`config.mk`:
```
export PLATFORM = sky130hd
export DESIGN_NAME = mem_copy_engine
export DESIGN_NICKNAME = d
export VERILOG_FILES = /design/src/rtl/mem_copy_engine.sv
export SDC_FILE = /design/constraint.sdc
export NUM_CORES = 1
export LEC_CHECK = 0
export CAP_MARGIN = 40
export CORE_ASPECT_RATIO = 1.75
export CORE_UTILIZATION = 46
export CTS_CLUSTER_SIZE = 20
export DETAILED_ROUTE_END_ITERATION = 10
export PLACE_DENSITY = 0.77
export SYNTH_ARGS = -nofsm -noshare
export SYNTH_HDL_FRONTEND = slang
export SYNTH_SLANG_ARGS = --single-unit
```
`constraint.sdc`:
```
create_clock -name clk -period 4.63 [get_ports clk]
set_clock_uncertainty 0.15 [all_clocks]
set_input_delay 0.463 -clock clk [delete_from_list [all_inputs] [get_ports clk]]
set_output_delay 0.463 -clock clk [all_outputs]
set_load 0.1 [all_outputs]
```
`src/rtl/mem_copy_engine.sv`:
```
// mem_copy_engine
//   Sequential bus initiator for the data memory. Copies a block of words from
//   a source range to a destination range (copy mode) or writes a constant over
//   a destination range (fill mode). Owns the memory port while Busy is high.
//
// Ports
//   clk        : single clock, rising-edge state updates
//   rst        : asynchronous active-low reset
//   Start      : request pulse, accepted only in IDLE
//   Mode       : 0 = copy, 1 = fill (latched at Start)
//   SrcAddr    : copy source base (latched at Start)
//   DstAddr    : destination base (latched at Start)
//   Length     : word count, 0 is a legal no-op (latched at Start)
//   FillData   : fill value (latched at Start)
//   Busy       : transfer in progress (RD/CAP/WR)
//   Done       : one-cycle completion pulse
//   Count      : words written in the current or last transfer
//   Address    : memory address
//   WriteData  : memory write data
//   MemWrite   : memory write strobe
//   MemRead    : memory read strobe
//   ReadData   : memory read data, registered by the memory on the MemRead edge
//
// Every output is registered and takes its value on the edge that enters the
// state it belongs to. Address arithmetic wraps modulo 2^DATA_DIR_WIDTH.
module mem_copy_engine #(
  parameter int unsigned DATA_WIDTH     = 8,
  parameter int unsigned DATA_DIR_WIDTH = 8
) (
  input  logic                      clk,
  input  logic                      rst,
  input  logic                      Start,
  input  logic                      Mode,
  input  logic [DATA_DIR_WIDTH-1:0] SrcAddr,
  input  logic [DATA_DIR_WIDTH-1:0] DstAddr,
  input  logic [DATA_DIR_WIDTH-1:0] Length,
  input  logic [DATA_WIDTH-1:0]     FillData,
  output logic                      Busy,
  output logic                      Done,
  output logic [DATA_DIR_WIDTH-1:0] Count,
  output logic [DATA_DIR_WIDTH-1:0] Address,
  output logic [DATA_WIDTH-1:0]     WriteData,
  output logic                      MemWrite,
  output logic                      MemRead,
  input  logic [DATA_WIDTH-1:0]     ReadData
);

  localparam logic [DATA_DIR_WIDTH-1:0] ADDR_ONE = DATA_DIR_WIDTH'(1);

  typedef enum logic [2:0] {
    S_IDLE,
    S_RD,
    S_CAP,
    S_WR,
    S_DONE
  } state_e;

  state_e state_q, state_d;

  // Transfer parameters captured at Start
  logic                      mode_q, mode_d;
  logic [DATA_DIR_WIDTH-1:0] src_q,  src_d;
  logic [DATA_DIR_WIDTH-1:0] dst_q,  dst_d;
  logic [DATA_DIR_WIDTH-1:0] len_q,  len_d;
  logic [DATA_WIDTH-1:0]     fill_q, fill_d;

  // Registered outputs; count_q doubles as the word index i
  logic                      busy_q,   busy_d;
  logic                      done_q,   done_d;
  logic [DATA_DIR_WIDTH-1:0] count_q,  count_d;
  logic [DATA_DIR_WIDTH-1:0] addr_q,   addr_d;
  logic [DATA_WIDTH-1:0]     wdata_q,  wdata_d;
  logic                      mwrite_q, mwrite_d;
  logic                      mread_q,  mread_d;

  // Index of the word the next state operates on
  logic [DATA_DIR_WIDTH-1:0] idx_nxt;
  logic                      last_word;

  assign last_word = ((count_q + ADDR_ONE) == len_q);

  // State and all registered values
  always_ff @(posedge clk or negedge rst) begin
    if (!rst) begin
      state_q  <= S_IDLE;
      mode_q   <= 1'b0;
      src_q    <= '0;
      dst_q    <= '0;
      len_q    <= '0;
      fill_q   <= '0;
      busy_q   <= 1'b0;
      done_q   <= 1'b0;
      count_q  <= '0;
      addr_q   <= '0;
      wdata_q  <= '0;
      mwrite_q <= 1'b0;
      mread_q  <= 1'b0;
    end else begin
      state_q  <= state_d;
      mode_q   <= mode_d;
      src_q    <= src_d;
      dst_q    <= dst_d;
      len_q    <= len_d;
      fill_q   <= fill_d;
      busy_q   <= busy_d;
      done_q   <= done_d;
      count_q  <= count_d;
      addr_q   <= addr_d;
      wdata_q  <= wdata_d;
      mwrite_q <= mwrite_d;
      mread_q  <= mread_d;
    end
  end

  // Next-state logic
  always_comb begin
    state_d = state_q;
    unique case (state_q)
      S_IDLE: begin
        if (Start) begin
          if (Length == '0) begin
            state_d = S_DONE;
          end else if (Mode) begin
            state_d = S_WR;
          end else begin
            state_d = S_RD;
          end
        end
      end
      S_RD:  state_d = S_CAP;
      S_CAP: state_d = S_WR;
      S_WR: begin
        if (last_word) begin
          state_d = S_DONE;
        end else if (mode_q) begin
          state_d = S_WR;
        end else begin
          state_d = S_RD;
        end
      end
      S_DONE:  state_d = S_IDLE;
      default: state_d = S_IDLE;
    endcase
  end

  // Output / datapath next values, decoded from the state being entered
  always_comb begin
    mode_d  = mode_q;
    src_d   = src_q;
    dst_d   = dst_q;
    len_d   = len_q;
    fill_d  = fill_q;
    count_d = count_q;
    addr_d  = addr_q;
    wdata_d = wdata_q;
    idx_nxt = count_q;

    busy_d   = (state_d == S_RD) || (state_d == S_CAP) || (state_d == S_WR);
    done_d   = (state_d == S_DONE);
    mread_d  = (state_d == S_RD);
    mwrite_d = (state_d == S_WR);

    unique case (state_q)
      S_IDLE: begin
        if (Start) begin
          mode_d  = Mode;
          src_d   = SrcAddr;
          dst_d   = DstAddr;
          len_d   = Length;
          fill_d  = FillData;
          count_d = '0;
          idx_nxt = '0;
        end
      end
      S_CAP: wdata_d = ReadData;
      S_WR: begin
        count_d = count_q + ADDR_ONE;
        idx_nxt = count_q + ADDR_ONE;
      end
      default: ;
    endcase

    // Bases come from the _d copies so the first strobe out of IDLE already
    // uses the values being latched on the same edge.
    if (state_d == S_RD) begin
      addr_d = src_d + idx_nxt;
    end
    if (state_d == S_WR) begin
      addr_d = dst_d + idx_nxt;
      if (mode_d) begin
        wdata_d = fill_d;
      end
    end
  end

  assign Busy      = busy_q;
  assign Done      = done_q;
  assign Count     = count_q;
  assign Address   = addr_q;
  assign WriteData = wdata_q;
  assign MemWrite  = mwrite_q;
  assign MemRead   = mread_q;

endmodule

```
==> flow_metrics.py <==
metrics = {
    "die": {
        "die_area_um2": 7520,
        "start_util_pct": 47.7,
        "design.core.area_um2": 6910,
        "die_h_um": 114,
        "rows": 40,
        "die_x_um": 66.0,
        "ios": 72,
    },
    "synth": {
        "synth_top_family_by_area": "multiplexers",
        "synth_most_common_cell": "dfrtp_1",
        "synth_area_leader_cell": "dfrtp_1",
        "avgSynthCellArea_um2": 11.9,
        "synth_edf_count": 0,
        "synth_flop_cell": "dfrtp_1",
        "yosysTopAreaCellShare_pct": 48.6,
        "muxShareOfSynthArea_pct": 20.9,
        "syn_inst": 277,
        "synth_area_um2": 3300,
        "synth.distinct_cells": 49,
        "ys_warn_count": 0,
        "synth_common_cells": "dfrtp_1, mux2_2, nor2_1",
        "synthAdderAreaFrac_pct": 3.64,
        "ys_seq_area_share_pct": 48.6,
        "synthTopCellsByArea": "dfrtp_1, mux2_2, mux2_4",
        "async_reset_ff_share_pct": 100,
        "synth_compound_area_share_pct": 9.60,
        "synthesis.nets": 330,
        "synth_xor_area_share_pct": 4.14,
        "synth-simple-area-share_pct": 10.5,
        "synth-seq-cells": 64,
    },
    "critical_path": {
        "r2r.worst_path.cells": 15,
        "endpoint_kind": "register",
        "timing.rr.start": "Count[0]$_DFF_PN0_",
        "crit_slowest_cell": "dfrtp_4",
        "crit_buf_inv": 0,
        "crit_type": "reg2reg",
        "crit_path_start_kind": "register",
        "reg2reg_to": "Address[7]$_DFFE_PN0P_",
        "crit_chain": "ha_4, nand3_2, or3_4, a2111oi_4, nand3_2, a221o_1, nand2_4, mux2_2, ha_1, nor2b_1, o21ai_0, a21boi_1, o41ai_2, xnor3_1, mux2_2",
        "worstPathArrival_ps": 4540,
        "path_max_fanout": 7,
        "cp_top_family": "compound AO/OA/AOI/OAI gates",
        "critPathMaxStageDelay_ps": 460,
        "reg2reg_slack_ps": 150,
        "required_ps": 4690,
    },
    "timing": {
        "tns_ps": 0,
        "hold_viol": 0,
        "worstMarginPinSlew_ps": 642,
        "timing.hold.ws_ps": 11.0,
        "fin_crit_ps": 4480,
        "worst_slack_ps": 150,
        "setup_violations": 0,
        "fin_crit_sh_pct": 96.8,
        "fmax_mhz": 223,
        "rsz0062_at_grt": "false",
        "relSlewSlack_pct": 57.2,
        "slew_viol_final": 0,
    },
    "drt": {
        "routed_wl_um": 8400,
        "drc": 0,
        "via_count": 2629,
        "antenna_left": 0,
        "firstDrtPassIters": 4,
        "wire_per_inst_um": 17.5,
        "drt_iter0_markers": 189,
        "viasPerCell": 5.48,
    },
    "cts": {
        "cts.sinks": 64,
        "root_buffer": "clkbuf_16",
        "cts-htree-levels": 3,
        "cts_max_path_buffers": 2,
        "numCtsBuffers": 9,
        "insertion_delay_ps": 330,
        "clk_pin_slew_worst_paths_ps": 50,
        "cts_tree": "done",
    },
    "layout": {
        "drive_above_1_share_pct": 33.6,
        "nFillCells": 454,
        "n_antenna_cell": 0,
        "post-route-util_pct": 72.2,
        "area_growth_pct": 51.3,
        "nNetsFinal": 444,
    },
    "global_route": {
        "grt_pass1_vias": 2835,
        "grt_use_total_pct": 25.2,
        "grt_overflow": 0,
        "antenna_found_initial": 0,
        "grt_pass1_wl_um": 13900,
        "grt_max_degree": 37,
    },
    "outcome": {
        "status": "complete, no violations",
    },
    "placed_design": {
        "place_congestion": 0.888,
        "hpwlAfterDp_um": 5920,
        "post-place-ws_ps": -58.1,
        "portBuffers": 71,
    },
    "min_path": {
        "hold_path_class": "in2async",
    },
    "job": {
        "drv_cap": 0,
    },
}
cell usage in the layout (no fill, tap or decap), drive strengths merged, types with 3 or more instances in the layout:
| cell | synthesis | routed |
|---|---|---|
| a21oi | 8 | 8 |
| and2 | 3 | 3 |
| buf | 4 | 43 |
| clkbuf | 6 | 10 |
| clkdlybuf4s50 | 0 | 70 |
| clkinv | 0 | 3 |
| dfrtp | 64 | 64 |
| ha | 8 | 8 |
| inv | 9 | 9 |
| mux2 | 54 | 54 |
| mux2i | 5 | 5 |
| nand2 | 11 | 11 |
| nand2b | 5 | 5 |
| nand3 | 5 | 5 |
| nor2 | 20 | 20 |
| nor2b | 3 | 3 |
| nor3 | 3 | 3 |
| o211ai | 3 | 3 |
| o21ai | 18 | 18 |
| o41ai | 3 | 3 |
| or3 | 4 | 4 |
| xnor2 | 8 | 8 |
| xor2 | 5 | 5 |
final cells by class:
cell class / instances / area, um^2 / share of cell area, %
Inverter: 9 / 33.8 / 0.677
Clock buffer: 10 / 239 / 4.79
Sequential cell: 64 / 1620 / 32.5
Timing Repair Buffer: 113 / 1270 / 25.4
Clock inverter: 6 / 82.6 / 1.66
Tap cell: 84 / 105 / 2.11
Multi-Input combinational cell: 194 / 1640 / 32.8
cell families after synthesis:
family | count (synthesis)
xor gates and xnor gates | 14
muxes | 59
AOI/OAI and AO/OA | 47
adders and majority gates | 9
DFF | 64
and+or+nand+nor | 65
buffers and inverters | 19
flip-flops by register name, summed over array words and instances, names as in the netlist, 3 cells and up:
signal and count:
src_q 8, dst_q 8, Address 8, state_q 3, Count 8, len_q 8, WriteData 8, fill_q 8
worst max path at each step:
stage                       startpoint                      to  slack, ps  cells past startpoint
finish              Count[0]$_DFF_PN0_  Address[7]$_DFFE_PN0P_        150                     15
global placement             Length[4]  Address[7]$_DFFE_PN0P_        170                     16
global route        Count[0]$_DFF_PN0_  Address[7]$_DFFE_PN0P_        0.4                     15
floorplan           Count[0]$_DFF_PN0_  Address[7]$_DFFE_PN0P_         30                     16
CTS                 Count[0]$_DFF_PN0_  Address[7]$_DFFE_PN0P_         50                     15
detailed placement           Length[4]  Address[7]$_DFFE_PN0P_        -60                     16
routing by layer:
| layer | routed length (um) | GRT usage (%) |
|---|---|---|
| met3 | 286 | 5.40 |
| met2 | 4590 | 44.5 |
| met1 | 3240 | 28.0 |
| met4 | 281 | 11.5 |
| met5 | 0 | 0 |
timing repair:
item,in CTS,in global routing
pin swaps,0,4
setup buffers,0,3
hold buffers,0,0
endpoints found under the setup margin,1,2
gates resized for setup,1,3
hold endpoints to repair,0,0
through the flow:
step | instance area [um^2] | cells
6_report | 4990 | 480
5_1_grt | 4990 | 480
4_1_cts | 4960 | 477
3_5_place_dp | 4640 | 461
3_3_place_gp | 4180 | 433
2_1_floorplan | 3330 | 277
worst reg2reg max path, delay by kind of cell, from the launching register on:
family | cells | cell delay (ps)
flops | 1 | 460
compound gates | 5 | 1390
fa+ha+maj | 2 | 480
mux | 2 | 620
simple gates | 5 | 990
xor+xnor | 1 | 270
Power is not shown: default switching activity piles up to over one toggle a cycle in this logic, so the estimate is an artifact.
